$ cat src/rtl/dcache_req_ctrl_if.sv
// dcache_req_ctrl_if: pipeline-side request, dcache bus and response signals of dcache_req_ctrl.
interface dcache_req_ctrl_if;
    logic        req_valid;
    logic        req_ready;
    logic [31:0] ctr;
    logic [31:0] addr;
    logic [31:0] wdata;
    logic        flush;
    logic        llbit_clear;
    logic        dc_valid;
    logic        dc_ready;
    logic        dc_we;
    logic [31:0] dc_addr;
    logic [3:0]  dc_wstrb;
    logic [31:0] dc_wdata;
    logic        dc_rvalid;
    logic [31:0] dc_rdata;
    logic        resp_valid;
    logic [31:0] resp_data;
    logic        resp_ale;
    logic        stall;
    logic        llbit;

    modport master (
        output req_valid, ctr, addr, wdata, flush, llbit_clear, dc_ready, dc_rvalid, dc_rdata,
        input  req_ready, dc_valid, dc_we, dc_addr, dc_wstrb, dc_wdata,
               resp_valid, resp_data, resp_ale, stall, llbit
    );

    modport slave (
        input  req_valid, ctr, addr, wdata, flush, llbit_clear, dc_ready, dc_rvalid, dc_rdata,
        output req_ready, dc_valid, dc_we, dc_addr, dc_wstrb, dc_wdata,
               resp_valid, resp_data, resp_ale, stall, llbit
    );
endinterface

$ cat src/rtl/dcache_req_ctrl.sv
// dcache_req_ctrl: sequences exe1 memory ops onto the single-port dcache, owns the LLbit.
module dcache_req_ctrl (
    input logic clk,
    input logic rstn,
    dcache_req_ctrl_if.slave bus
);
    typedef enum logic [2:0] {IDLE, REQ, WAIT, RESP, DRAIN} state_t;
    state_t state;
    logic [3:0] typ;
    logic [4:0] sub;
    logic is_mem, is_ll, is_sc, is_st, is_b, is_h, mis, sc_fail;
    logic [3:0] strb;
    logic [31:0] wd, ld;
    logic [7:0] rbyte;
    logic [15:0] rhalf;
    logic r_ll, r_sc, r_b, r_h, r_sx;
    logic [1:0] r_lo;

    always_comb begin
        typ = bus.ctr[3:0];
        sub = bus.ctr[11:7];
        is_mem = (typ == 4'd5 && sub[4:3] == 2'b0) || (typ == 4'd6 && sub[4:1] == 4'b0);
        is_ll = typ == 4'd6 && sub == 5'd0;
        is_sc = typ == 4'd6 && sub == 5'd1;
        is_b = typ == 4'd5 && (sub == 5'd0 || sub == 5'd3 || sub == 5'd6);
        is_h = typ == 4'd5 && (sub == 5'd1 || sub == 5'd4 || sub == 5'd7);
        is_st = is_sc || (typ == 4'd5 && (sub == 5'd3 || sub == 5'd4 || sub == 5'd5));
        mis = is_h ? bus.addr[0] : !is_b && bus.addr[1:0] != 2'b0;
        sc_fail = is_sc && !bus.llbit && !mis;
        strb = is_b ? 4'b0001 << bus.addr[1:0] : is_h ? 4'b0011 << {bus.addr[1], 1'b0} : 4'b1111;
        wd = is_b ? {4{bus.wdata[7:0]}} : is_h ? {2{bus.wdata[15:0]}} : bus.wdata;
        rbyte = bus.dc_rdata[{r_lo, 3'b000} +: 8];
        rhalf = r_lo[1] ? bus.dc_rdata[31:16] : bus.dc_rdata[15:0];
        ld = r_b ? {{24{r_sx & rbyte[7]}}, rbyte} : r_h ? {{16{r_sx & rhalf[15]}}, rhalf} : bus.dc_rdata;
    end

    assign bus.req_ready = state == IDLE;
    assign bus.stall = state != IDLE;
    assign bus.resp_valid = state == RESP && !bus.flush;

    always_ff @(posedge clk or negedge rstn) begin
        if (!rstn) begin
            state <= IDLE;
            bus.dc_valid <= 1'b0;
            bus.dc_we <= 1'b0;
            bus.dc_addr <= 32'b0;
            bus.dc_wstrb <= 4'b0;
            bus.dc_wdata <= 32'b0;
            bus.resp_data <= 32'b0;
            bus.resp_ale <= 1'b0;
            bus.llbit <= 1'b0;
            {r_ll, r_sc, r_b, r_h, r_sx, r_lo} <= '0;
        end else begin
            case (state)
                IDLE: if (bus.req_valid && is_mem) begin
                    {r_ll, r_sc, r_b, r_h, r_sx, r_lo} <= {is_ll, is_sc, is_b, is_h,
                        typ == 4'd5 && sub <= 5'd1, bus.addr[1:0]};
                    bus.dc_addr <= {bus.addr[31:2], 2'b00};
                    bus.dc_we <= is_st;
                    bus.dc_wstrb <= is_st ? strb : 4'b0;
                    bus.dc_wdata <= wd;
                    bus.resp_ale <= mis;
                    bus.resp_data <= 32'b0;
                    bus.dc_valid <= !(mis || sc_fail);
                    state <= (mis || sc_fail) ? RESP : REQ;
                end
                REQ: if (bus.dc_ready) begin
                    bus.dc_valid <= 1'b0;
                    bus.resp_data <= {31'b0, r_sc};
                    state <= bus.dc_we ? (bus.flush ? IDLE : RESP) : (bus.flush ? DRAIN : WAIT);
                end else if (bus.flush) begin
                    bus.dc_valid <= 1'b0;
                    state <= IDLE;
                end
                // a flush landing with the returning data has nothing left to drain
                WAIT: if (bus.dc_rvalid) begin
                    bus.resp_data <= ld;
                    state <= bus.flush ? IDLE : RESP;
                end else if (bus.flush) state <= DRAIN;
                RESP: state <= IDLE;
                DRAIN: if (bus.dc_rvalid) state <= IDLE;
                default: state <= IDLE;
            endcase
            bus.llbit <= !bus.llbit_clear && ((state == RESP && !bus.flush && !bus.resp_ale && (r_ll || r_sc))
                ? r_ll : bus.llbit);
        end
    end
endmodule

$ cat src/flat_wrapper.sv
// flat-port wrapper written by rule: the top's interface ports become plain ports
module dcache_req_ctrl_flat 
  (clk, rstn, bus_req_valid, bus_ctr, bus_addr, bus_wdata, bus_flush, bus_llbit_clear, bus_dc_ready, bus_dc_rvalid, bus_dc_rdata, bus_req_ready, bus_dc_valid, bus_dc_we, bus_dc_addr, bus_dc_wstrb, bus_dc_wdata, bus_resp_valid, bus_resp_data, bus_resp_ale, bus_stall, bus_llbit);
  dcache_req_ctrl_if bus_i ();
  input logic clk;
  input logic rstn;
  input wire logic [$bits(bus_i.req_valid)-1:0] bus_req_valid;
  input wire logic [$bits(bus_i.ctr)-1:0] bus_ctr;
  input wire logic [$bits(bus_i.addr)-1:0] bus_addr;
  input wire logic [$bits(bus_i.wdata)-1:0] bus_wdata;
  input wire logic [$bits(bus_i.flush)-1:0] bus_flush;
  input wire logic [$bits(bus_i.llbit_clear)-1:0] bus_llbit_clear;
  input wire logic [$bits(bus_i.dc_ready)-1:0] bus_dc_ready;
  input wire logic [$bits(bus_i.dc_rvalid)-1:0] bus_dc_rvalid;
  input wire logic [$bits(bus_i.dc_rdata)-1:0] bus_dc_rdata;
  output wire logic [$bits(bus_i.req_ready)-1:0] bus_req_ready;
  output wire logic [$bits(bus_i.dc_valid)-1:0] bus_dc_valid;
  output wire logic [$bits(bus_i.dc_we)-1:0] bus_dc_we;
  output wire logic [$bits(bus_i.dc_addr)-1:0] bus_dc_addr;
  output wire logic [$bits(bus_i.dc_wstrb)-1:0] bus_dc_wstrb;
  output wire logic [$bits(bus_i.dc_wdata)-1:0] bus_dc_wdata;
  output wire logic [$bits(bus_i.resp_valid)-1:0] bus_resp_valid;
  output wire logic [$bits(bus_i.resp_data)-1:0] bus_resp_data;
  output wire logic [$bits(bus_i.resp_ale)-1:0] bus_resp_ale;
  output wire logic [$bits(bus_i.stall)-1:0] bus_stall;
  output wire logic [$bits(bus_i.llbit)-1:0] bus_llbit;
  assign bus_i.req_valid = bus_req_valid;
  assign bus_i.ctr = bus_ctr;
  assign bus_i.addr = bus_addr;
  assign bus_i.wdata = bus_wdata;
  assign bus_i.flush = bus_flush;
  assign bus_i.llbit_clear = bus_llbit_clear;
  assign bus_i.dc_ready = bus_dc_ready;
  assign bus_i.dc_rvalid = bus_dc_rvalid;
  assign bus_i.dc_rdata = bus_dc_rdata;
  assign bus_req_ready = bus_i.req_ready;
  assign bus_dc_valid = bus_i.dc_valid;
  assign bus_dc_we = bus_i.dc_we;
  assign bus_dc_addr = bus_i.dc_addr;
  assign bus_dc_wstrb = bus_i.dc_wstrb;
  assign bus_dc_wdata = bus_i.dc_wdata;
  assign bus_resp_valid = bus_i.resp_valid;
  assign bus_resp_data = bus_i.resp_data;
  assign bus_resp_ale = bus_i.resp_ale;
  assign bus_stall = bus_i.stall;
  assign bus_llbit = bus_i.llbit;
  dcache_req_ctrl u_core (.clk(clk), .rstn(rstn), .bus(bus_i));
endmodule
$ cat config.mk
export PLATFORM = sky130hd
export DESIGN_NAME = dcache_req_ctrl_flat
export DESIGN_NICKNAME = d
export VERILOG_FILES = /design/src/rtl/dcache_req_ctrl_if.sv /design/src/rtl/dcache_req_ctrl.sv /design/src/flat_wrapper.sv
export SDC_FILE = /design/constraint.sdc
export NUM_CORES = 1
export LEC_CHECK = 0
export ABC_AREA = 1
export CAP_MARGIN = 40
export CORE_MARGIN = 4
export CORE_UTILIZATION = 40
export DETAILED_ROUTE_END_ITERATION = 12
export PLACE_DENSITY_LB_ADDON = 0.25
export SYNTH_ARGS = -nofsm -noshare
export SYNTH_HDL_FRONTEND = slang
export SYNTH_SLANG_ARGS = --single-unit
$ cat constraint.sdc
create_clock -name clk -period 4.2 [get_ports clk]
set_input_delay 0.84 -clock clk [delete_from_list [all_inputs] [get_ports clk]]
set_output_delay 0.84 -clock clk [all_outputs]
set_load 0.01 [all_outputs]
# Word level (Yosys, flattened, before mapping)
# Cells that the tools add are included.
[word_totals]
reg_bits = 112
latch_bits = 0
ramBits = 0
rom_bits = 0
input_bits = 135
wordCells = 113
mem_count = 0
[op_classes]
n_addsub = 0
multipliers = 0
div = 0
n_lt_le_gt_ge = 1
n_eq_ne = 18
shift = 3
mux = 29
n_bitwise = 2
reduce_logical = 45
[op_table]
columns = ["operator", "count"]
rows = [
  ["$mux W32", 7],
  ["$pmux W32 S3", 1],
  ["$shiftx A32 B6 Y8", 1],
  ["$mux W3", 8],
  ["$eq A5 B3 Y1 const B", 4],
  ["$logic_and A1 B1 Y1", 16],
  ["$mux W16", 1],
  ["$mux W4", 3],
  ["$pmux W3 S4", 1],
  ["$logic_or A1 B1 Y1", 10],
  ["$eq A4 B3 Y1 const B", 2],
  ["$reduce_and A4 Y1", 2],
  ["$logic_not A1 Y1", 7],
  ["$eq A3 B2 Y1 const B", 2],
  ["$ne A2 B2 Y1 const B", 3],
  ["$ne A3 B3 Y1 const B", 2],
  ["$reduce_bool A3 Y1", 2],
  ["$eq A5 B1 Y1 const B", 1],
  ["$eq A5 B2 Y1 const B", 1],
  ["$le A5 B1 Y1 const B", 1],
  ["$logic_not A5 Y1", 1],
  ["$mux W1", 5],
  ["$logic_not A4 Y1", 1],
  ["$mux W2", 2],
  ["12 further kinds", 14],
]

# Depth between registers and ports, before layout
# Gate-level depths: netlist of the first run.
[logic_depth]
ltp_word = 13
depth_mapped = 13

# Worst setup path after synthesis of the first run
# No wires, ideal clock.
[synth_path]
path_type = "input port to output port"
start = "input bus_flush"
end = "output bus_resp_valid"
t_arrival_ns = 1.130
required_time_ns = 3.360
slack_ns = 2.230
stages = 1
path_buffers = 0
cell_sequence = "nor3_1"
[synth_between]
elab_chain_cells = 2
[synth_lines]
columns = ["item", "line", "text"]
rows = [
  ["start, declared", "flat_wrapper.sv:11", "input wire logic [$bits(bus_i.flush)-1:0] bus_flush;"],
  ["$logic_not A1 Y1", "dcache_req_ctrl.sv:39", "assign bus.resp_valid = state == RESP && !bus.flush;"],
  ["$logic_and A1 B1 Y1", "dcache_req_ctrl.sv:39", ""],
  ["end, declared", "flat_wrapper.sv:22", "output wire logic [$bits(bus_i.resp_valid)-1:0] bus_resp_valid;"],
]
# Every way passes these cells.

# Final worst setup path of the first run
# Same ends and word-level chain as after synthesis.

==> metrics.txt, run 1 <==
outcome=finished, final reports clean; Clock transition at path regs=0.07 ns; Final Setup Violations=0; vias=5,478; row cnt=43; Diodes inserted=0; post-synthesis sequential area ratio=49.6%; top fanout value on the critical path=5; hpwl dp=12,300 um; placed cell area=0.00789 mm2; final instance area=0.00820 mm2; Worst EP required=3.36 ns; # port buffers=216; post-route ant nets=0; area of the multi-input gates=0.00248 mm2; number of antenna violations at the first check in global routing=0; Synth top area share=49.6%; Post-CTS Resized=0; number of global-route vias before repair=5,250; Area growth syn-to-layout=45.1%; min setup slack post-route=1.28 ns; DR pass1 iterations=5; initial drt markers=448; grt ovf=0; core area=0.0139 mm2; Filler cells=1,294; RSZ-0062 raised after global routing=false; switching pwr=1.51 mW; CTS buffer count=9; total power=4.31 mW; commonest cells after routing, fill and taps aside=nand2_1, clkdlybuf4s50_1, dfrtp_1; Sw Share=35.0%; Hold WC Path Type=reg -> reg; first-pass GRT wire length=27,100 um; share of layout cells above drive strength 1=7.11%; Slew HR=45.3%; Final Hold Viols=0; setup TNS=0 ns; Worst Skew=0.00745 ns; H-tree depth=3; Initial Util=40.7%; Clk pwr share=21.2%; CTS tree=done; max-cap violations=0; Nets=1,030; post-synthesis cell count=701; most common cell after layout, fill and taps aside=nand2_1; postcts setup bufs=0; Root Buffer=clkbuf_16; Crit. End Element=primary output; Seq cells post-synth=112; CTS max path bufs=2; Yosys top cell by area=dfrtp_1; Slew Limit Fails=0; CP Class=in -> out; Die Wd=127 um; I/O Pins=242; Period Utilization, post-route=69.4%; clock period minus worst slack=2.92 ns; Worst VDD drop=0.292 mV; drt total wl=17,100 um; ranking of synthesized cells by area=dfrtp_1, nand2_1, o21ai_0, a2bb2oi_1, nand3_1; leakage power=3.90 nW; Comb pwr share=41.3%; Total GRT Usage=20.9%; cts hold-fix bufs=0; Die ar.=0.0161 mm2; yosys warns=0; syn_area_per_cell=8.06 um2; Skew-Pair Late Insertion Delay=0.36 ns; Vias/cell=5.07; largest net degree at the start of global routing=75; sequential power share=37.5%; GP Congestion=0.836; post-synth cell types=39; Sink Count=112; FF+latch area=0.00280 mm2; crit path launch type=input pin; Die Ht=127 um; Pint=2.81 mW; Critical Path AT=2.08 ns; Mapped Area=0.00565 mm2; worst slack at placement=1.21 ns; wire per inst=15.8 um; Worst-Margin Slew=0.820 ns; P per Cell Area=526 mW/mm2; achievable frequency=0.343 GHz; DRC errors left=0
[synth_stat cells, drive strengths merged]
cell type and number:
nand2 282, dfrtp 112, o21ai 70, nand3 44, a21oi 39, inv 35, buf 31, a2bb2oi 24
nor2 23, clkbuf 9, o211ai 7, nor3 5, o221ai 4, o31ai 3, a21o 2, nand4 2
o22ai 2, a221oi 1, a22oi 1, a31oi 1, conb 1, nor3b 1, nor4 1, or2 1
[metrics by stage]
| stage | cells | hold slack (ns) | util, % |
|---|---|---|---|
| after floorplan | 702 | 0.461 | - |
| after global placement | 1062 | 0.461 | 56.5 |
| after detailed placement | 1064 | 0.465 | 56.8 |
| after CTS | 1080 | 0.486 | 59.1 |
| after global routing | 1080 | 0.495 | 59.1 |
| final | 1080 | 0.480 | 59.1 |
[worst paths after layout]
check	to	depth (start not counted)	startpoint	slack, ns
setup / recovery	bus_resp_valid	3	bus_flush	1.28
hold reg to reg	u_core.bus.dc_addr[8]	2	u_core.bus.dc_addr[8]	0.48
setup reg to reg	u_core.bus.resp_data[2]	6	u_core.r_h	1.93
min in group asynchronous	u_core.bus.resp_data[21]	1	rstn	0.55
hold / removal	u_core.bus.dc_addr[8]	2	u_core.bus.dc_addr[8]	0.48
max in group asynchronous	u_core.bus.dc_wdata[13]	2	rstn	2.76
[worst max-delay path: stages]
cell and delay [ns]:
clkdlybuf4s50_1 0.49, nor3_1 0.19, clkdlybuf4s50_1 0.56
[state kept, by name, indices dropped and copies added, names as in the netlist]
register / flops
u_core.bus.dc_addr: 30
u_core.bus.dc_valid: 1
u_core.bus.dc_wdata: 32
u_core.bus.dc_we: 1
u_core.bus.dc_wstrb: 4
u_core.bus.llbit: 1
u_core.bus.resp_ale: 1
u_core.bus.resp_data: 32
u_core.r_b: 1
u_core.r_h: 1
u_core.r_ll: 1
u_core.r_lo: 2
u_core.r_sc: 1
u_core.r_sx: 1
u_core.state: 3
[per-layer routing]
layer / vias up / track usage, % / routed length, um
met5: - / 0 / 0
met4: 0 / 6.81 / 329
met3: 20 / 5.09 / 1310
met2: 193 / 33.1 / 7960
met1: 2571 / 28.2 / 7460
li1: 2694 / - / -
[cell families (layout without fill, tap and decap cells)]
group	count (synthesis)	count (layout)	synth area share, %
and+or+nand+nor	359	359	26.5
AOI/OAI and AO/OA	154	154	17.3
other	1	2	0.0664
buffers and inverters	75	273	6.53
DFF	112	112	49.6
[area by class of cell]
cell class	count	share of cell area, %
Clock inverter	6	0.916
Timing Repair Buffer	222	27.3
Sequential cell	112	34.2
Multi-Input combinational cell	515	30.3
Inverter	35	1.63
Tap cell	180	2.75
Clock buffer	10	2.91
[power groups by stage]
stage          Sequential [mW]  Clock [mW]  Combinational, mW
3_3_place_gp              1.63           0               1.77
6_report                  1.62       0.914               1.78
3_5_place_dp              1.62           0               1.80
4_1_cts                   1.62       0.928               1.81
2_1_floorplan             1.74           0              0.764
5_1_grt                   1.66       0.968               1.94
No activity file was read; power rests on OpenSTA's default activity.
==> run 2, diff against run 1 <==
Clock period 4.2 ns to 2.7 ns, I/O delays scaled along.
==> run 2 against run 1 <==
Routed wire length rose by 0.39%. Highest routed layer unchanged. Design area rose by 1.0%. Sequential power rose by 55%. First-iteration DRC count fell by 15%. Clock-buffer cell count did not move. Sequential share of layout area fell by 0.34 points. Clock power rose by 40%.
==> metrics.txt, run 2 (synthesis gave the netlist of run 1 again) <==
number of global-route vias before repair=5,352; Final Setup Violations=0; Clock transition at path regs=0.07 ns; leakage power=3.95 nW; setup TNS=0 ns; CP Class=in -> out; total power=6.68 mW; row cnt=43; top fanout value on the critical path=5; Filler cells=1,288; # port buffers=216; Die ar.=0.0161 mm2; Most Crowded Layer GR=met2; outcome=finished, final reports clean; met1 usage=28.6%; Worst-Margin Slew=0.609 ns; Clk pwr share=19.2%; wire per inst=15.7 um; Period Utilization, post-route=85.2%; Worst EP required=2.16 ns; core area=0.0139 mm2; Slew HR=59.4%; Area growth syn-to-layout=46.6%; largest net degree at the start of global routing=65; Slew Limit Fails=0; achievable frequency=0.435 GHz; Die Wd=127 um; I/O Pins=242; switching pwr=2.34 mW; CTS tree=done; H-tree depth=3; number of antenna violations at the first check in global routing=0; Post-CTS Resized=0; most common cell after layout, fill and taps aside=nand2_1; share of layout cells above drive strength 1=8.23%; Pint=4.34 mW; Die Ht=127 um; Initial Util=40.7%; vias=5,483; Total GRT Usage=21.3%; P per Cell Area=806 mW/mm2; Hold WC Path Type=in -> async; Worst Skew=0.00691 ns; Global Route met2 Usage=33.4%; post-route ant nets=0; Skew-Pair Late Insertion Delay=0.35 ns; Sink Count=112; grt ovf=0; Nets=1,042; GP Congestion=0.851; largest registers=u_core.bus.dc_wdata (32), u_core.bus.resp_data (32), u_core.bus.dc_addr (30); worst hold slack=0.165 ns; CTS buffer count=9; Sw Share=35.0%; Comb pwr share=43.2%; GR Layer Usage met3=5.73%; clock period minus worst slack=2.30 ns; sequential power share=37.5%; Worst VDD drop=0.476 mV; Diodes inserted=0; DRC errors left=0; cts hold-fix bufs=0; Critical Path AT=1.76 ns; DR pass1 iterations=5; RSZ-0062 raised after global routing=false; Root Buffer=clkbuf_16; initial drt markers=383; max-cap violations=0; Crit. End Element=primary output; Vias/cell=5.03; hpwl dp=12,600 um; first-pass GRT wire length=27,600 um; commonest cells after routing, fill and taps aside=nand2_1, clkdlybuf4s50_1, dfrtp_1; postcts setup bufs=0; crit path launch type=input pin; drt total wl=17,100 um; Final Hold Viols=0; CTS max path bufs=2
-- run 2: cell count changes in the layout (fill, tap and decap cells not counted), sizes merged --
cell	before	now
buf	7	19
bufinv	1	0
clkinv	2	3
inv	37	36
-- run 2: layer usage --
| layer | vias up | wire, um |
|---|---|---|
| li1 | 2720 | - |
| met1 | 2539 | 7360 |
| met2 | 201 | 8030 |
| met3 | 23 | 1420 |
| met4 | 0 | 317 |
| met5 | - | 0 |
-- run 2: per-stage QoR --
step | worst slack (ns) | instance area, um2 | instances | utilization (%)
2_1_floorplan | 1.09 | 5650 | 702 | -
3_3_place_gp | 0.267 | 8000 | 1076 | 57.6
3_5_place_dp | 0.255 | 8000 | 1076 | 57.6
4_1_cts | 0.385 | 8280 | 1091 | 59.7
5_1_grt | 0.301 | 8280 | 1091 | 59.7
6_report | 0.400 | 8280 | 1091 | 59.7
-- run 2: final cells by class --
| cell class | count | area [um2] | area share, % |
|---|---|---|---|
| Sequential cell | 112 | 2800 | 33.8 |
| Inverter | 35 | 134 | 1.62 |
| Tap cell | 180 | 225 | 2.72 |
| Multi-Input combinational cell | 515 | 2480 | 30.0 |
| Clock inverter | 5 | 41.3 | 0.499 |
| Timing Repair Buffer | 234 | 2360 | 28.5 |
| Clock buffer | 10 | 239 | 2.89 |
-- run 2: power groups by stage --
stage | clock network [mW] | registers [mW] | logic, mW
5_1_grt | 1.39 | 2.58 | 3.16
6_report | 1.28 | 2.51 | 2.89
2_1_floorplan | 0 | 2.71 | 1.19
3_5_place_dp | 0 | 2.52 | 2.91
4_1_cts | 1.32 | 2.51 | 2.92
3_3_place_gp | 0 | 2.52 | 2.88
-- run 2: worst paths after layout --
path	start	to	slack (ns)	cells after the start
setup / recovery	bus_flush	bus_resp_valid	0.40	3
hold / removal	rstn	u_core.bus.resp_data[20]	0.16	2
setup reg to reg	u_core.r_lo[1]	u_core.bus.resp_data[31]	0.75	6
hold reg to reg	u_core.bus.dc_addr[8]	u_core.bus.dc_addr[8]	0.48	2
max in group asynchronous	rstn	u_core.bus.dc_wdata[12]	2.21	2
min in group clk	u_core.bus.dc_addr[8]	u_core.bus.dc_addr[8]	0.48	2
-- run 2: critical path, cell delays in order --
cell and delay [ns]:
clkdlybuf4s50_1 0.48, nor3_1 0.19, clkdlybuf4s50_1 0.55
==> run 3, diff against run 2 <==
Settings changed: GPL_TIMING_DRIVEN set to 0.
==> run 3 against run 2 <==
Hold slack got worse by 0.041 ns. Sequential power barely moved. Design area rose by 0.85%. Largest cell class unchanged. Sequential share of layout area fell by 0.28 points. Highest routed layer unchanged. Clock skew barely moved. Routed wire length rose by 5.8%. Cell count rose by 2.2%. Clock-buffer cell count rose by 1. Combinational power rose by 2%. Fmax fell by 0.80%. Global-route usage rose by 1.4 points.
==> metrics.txt, run 3 (synthesis gave the netlist of run 1 again) <==
critical path, cell by cell=clkdlybuf4s50_1, nor3_1, clkdlybuf4s50_1; Final Hold Viols=0; post-route ant nets=0; Die Wd=127 um; leakage power=4.00 nW; Period Utilization, post-route=85.9%; FF+latch area=0.00280 mm2; Hold WC Path Type=in -> async; setup TNS=0 ns; wire per inst=16.3 um; Pint=4.36 mW; Crit. End Element=primary output; crit-path most repeated cell=clkdlybuf4s50_1; initial drt markers=395; Initial Util=40.7%; Comb pwr share=43.7%; Worst Skew=0.00692 ns; Area growth syn-to-layout=47.8%; number of antenna violations at the first check in global routing=0; core area=0.0139 mm2; sequential power share=37.2%; Total GRT Usage=22.7%; R2R Path Start=u_core.state[0]; hpwl dp=13,700 um; Non-Filler Instances=1,115; commonest cells after routing, fill and taps aside=nand2_1, clkdlybuf4s50_1, dfrtp_1; P per Cell Area=807 mW/mm2; CP Class=in -> out; crit path launch type=input pin; DRC errors left=0; row cnt=43; GP Congestion=0.948; cts hold-fix bufs=0; Clock transition at path regs=0.07 ns; CP max-delay cell=clkdlybuf4s50_1; worst r2r dst=u_core.bus.dc_wdata[23]; first-pass GRT wire length=29,400 um; Slew HR=55.3%; drt total wl=18,100 um; dpl cells=1,099; Worst-Margin Slew=0.670 ns; Die ar.=0.0161 mm2; number of global-route vias before repair=5,644; CP Depth=3; DR pass1 iterations=5; Final Setup Violations=0; clock period minus worst slack=2.32 ns; largest net degree at the start of global routing=61; Slew Limit Fails=0; largest registers=u_core.bus.dc_wdata (32), u_core.bus.resp_data (32), u_core.bus.dc_addr (30); Nets=1,065; CP delay by family, top=buffers and inverters; share of layout cells above drive strength 1=9.30%; crit path to=bus_resp_valid; Worst EP required=2.16 ns; achievable frequency=0.431 GHz; H-tree depth=3; CTS tree=done; vias=5,587; CTS max path bufs=2; Filler cells=1,258; I/O Pins=242; Die Ht=127 um; slowest cell delay on critical path=0.56 ns; Diodes inserted=0; postcts setup bufs=0; # port buffers=216; Post-CTS Resized=0; grt ovf=0; RSZ-0062 raised after global routing=false; Root Buffer=clkbuf_16; max-cap violations=0; Buf+Inv Stages, Crit Path=2; Vias/cell=5.01; Clk pwr share=19.2%; Worst VDD drop=0.405 mV; switching pwr=2.38 mW; outcome=finished, final reports clean; Sw Share=35.4%; area of the multi-input gates=0.00248 mm2; top fanout value on the critical path=5; most common cell after layout, fill and taps aside=nand2_1; crit path launch=bus_flush; CTS buffer count=9; Sink Count=112; reg2reg path depth=8; Critical Path AT=1.78 ns; worst hold slack=0.124 ns; FF-to-FF setup slack=0.98 ns; Skew-Pair Late Insertion Delay=0.36 ns
-- run 3: how the worst min path moves through the flow --
stage / startpoint / to / slack (ns) / cells after the start
final: rstn / u_core.bus.resp_data[21] / 0.12 / 1
after CTS: rstn / u_core.bus.resp_data[21] / 0.15 / 1
after global routing: rstn / u_core.bus.resp_data[21] / 0.17 / 1
after floorplan: rstn / u_core.bus.dc_addr[10] / 0.24 / 0
after detailed placement: u_core.bus.dc_wdata[5] / u_core.bus.dc_wdata[5] / 0.46 / 2
after global placement: u_core.bus.dc_addr[12] / u_core.bus.dc_addr[12] / 0.46 / 2
-- run 3: metal layers --
| layer | GRT usage [%] | part of all wire, % | wire [um] |
|---|---|---|---|
| met5 | 0 | 0 | 0 |
| met3 | 5.52 | 7.8 | 1420 |
| met4 | 7.76 | 2.2 | 405 |
| met1 | 30.8 | 44 | 7920 |
| met2 | 35.5 | 46 | 8390 |
-- run 3: area by class of cell --
cell class              instances  area share (%)
plain buffers                  40            2.82
clock buffers                  11            2.91
clock inverters                 5           0.464
inverters                      35            1.60
multi-input cells             515            29.7
flip-flops and latches        112            33.6
well taps                     180            2.70
repair buffers                217            26.2
-- run 3: power by group through the flow --
stage	Clock, mW	Sequential [mW]	Combinational [mW]
2_1_floorplan	0	2.71	1.19
3_3_place_gp	0	2.52	2.92
3_5_place_dp	0	2.51	2.97
4_1_cts	1.32	2.51	2.98
5_1_grt	1.38	2.58	3.21
6_report	1.29	2.51	2.94
-- run 3: metrics by stage --
step | area [um2] | util, % | setup WS, ns | total power, mW
floorplan | 5650 | - | 1.09 | 3.90
global placement | 8040 | 57.9 | -3.28 | 5.44
detailed placement | 8070 | 58.1 | 0.321 | 5.49
CTS | 8350 | 60.2 | 0.361 | 6.80
global route | 8350 | 60.2 | 0.311 | 7.17
finish | 8350 | 60.2 | 0.381 | 6.74
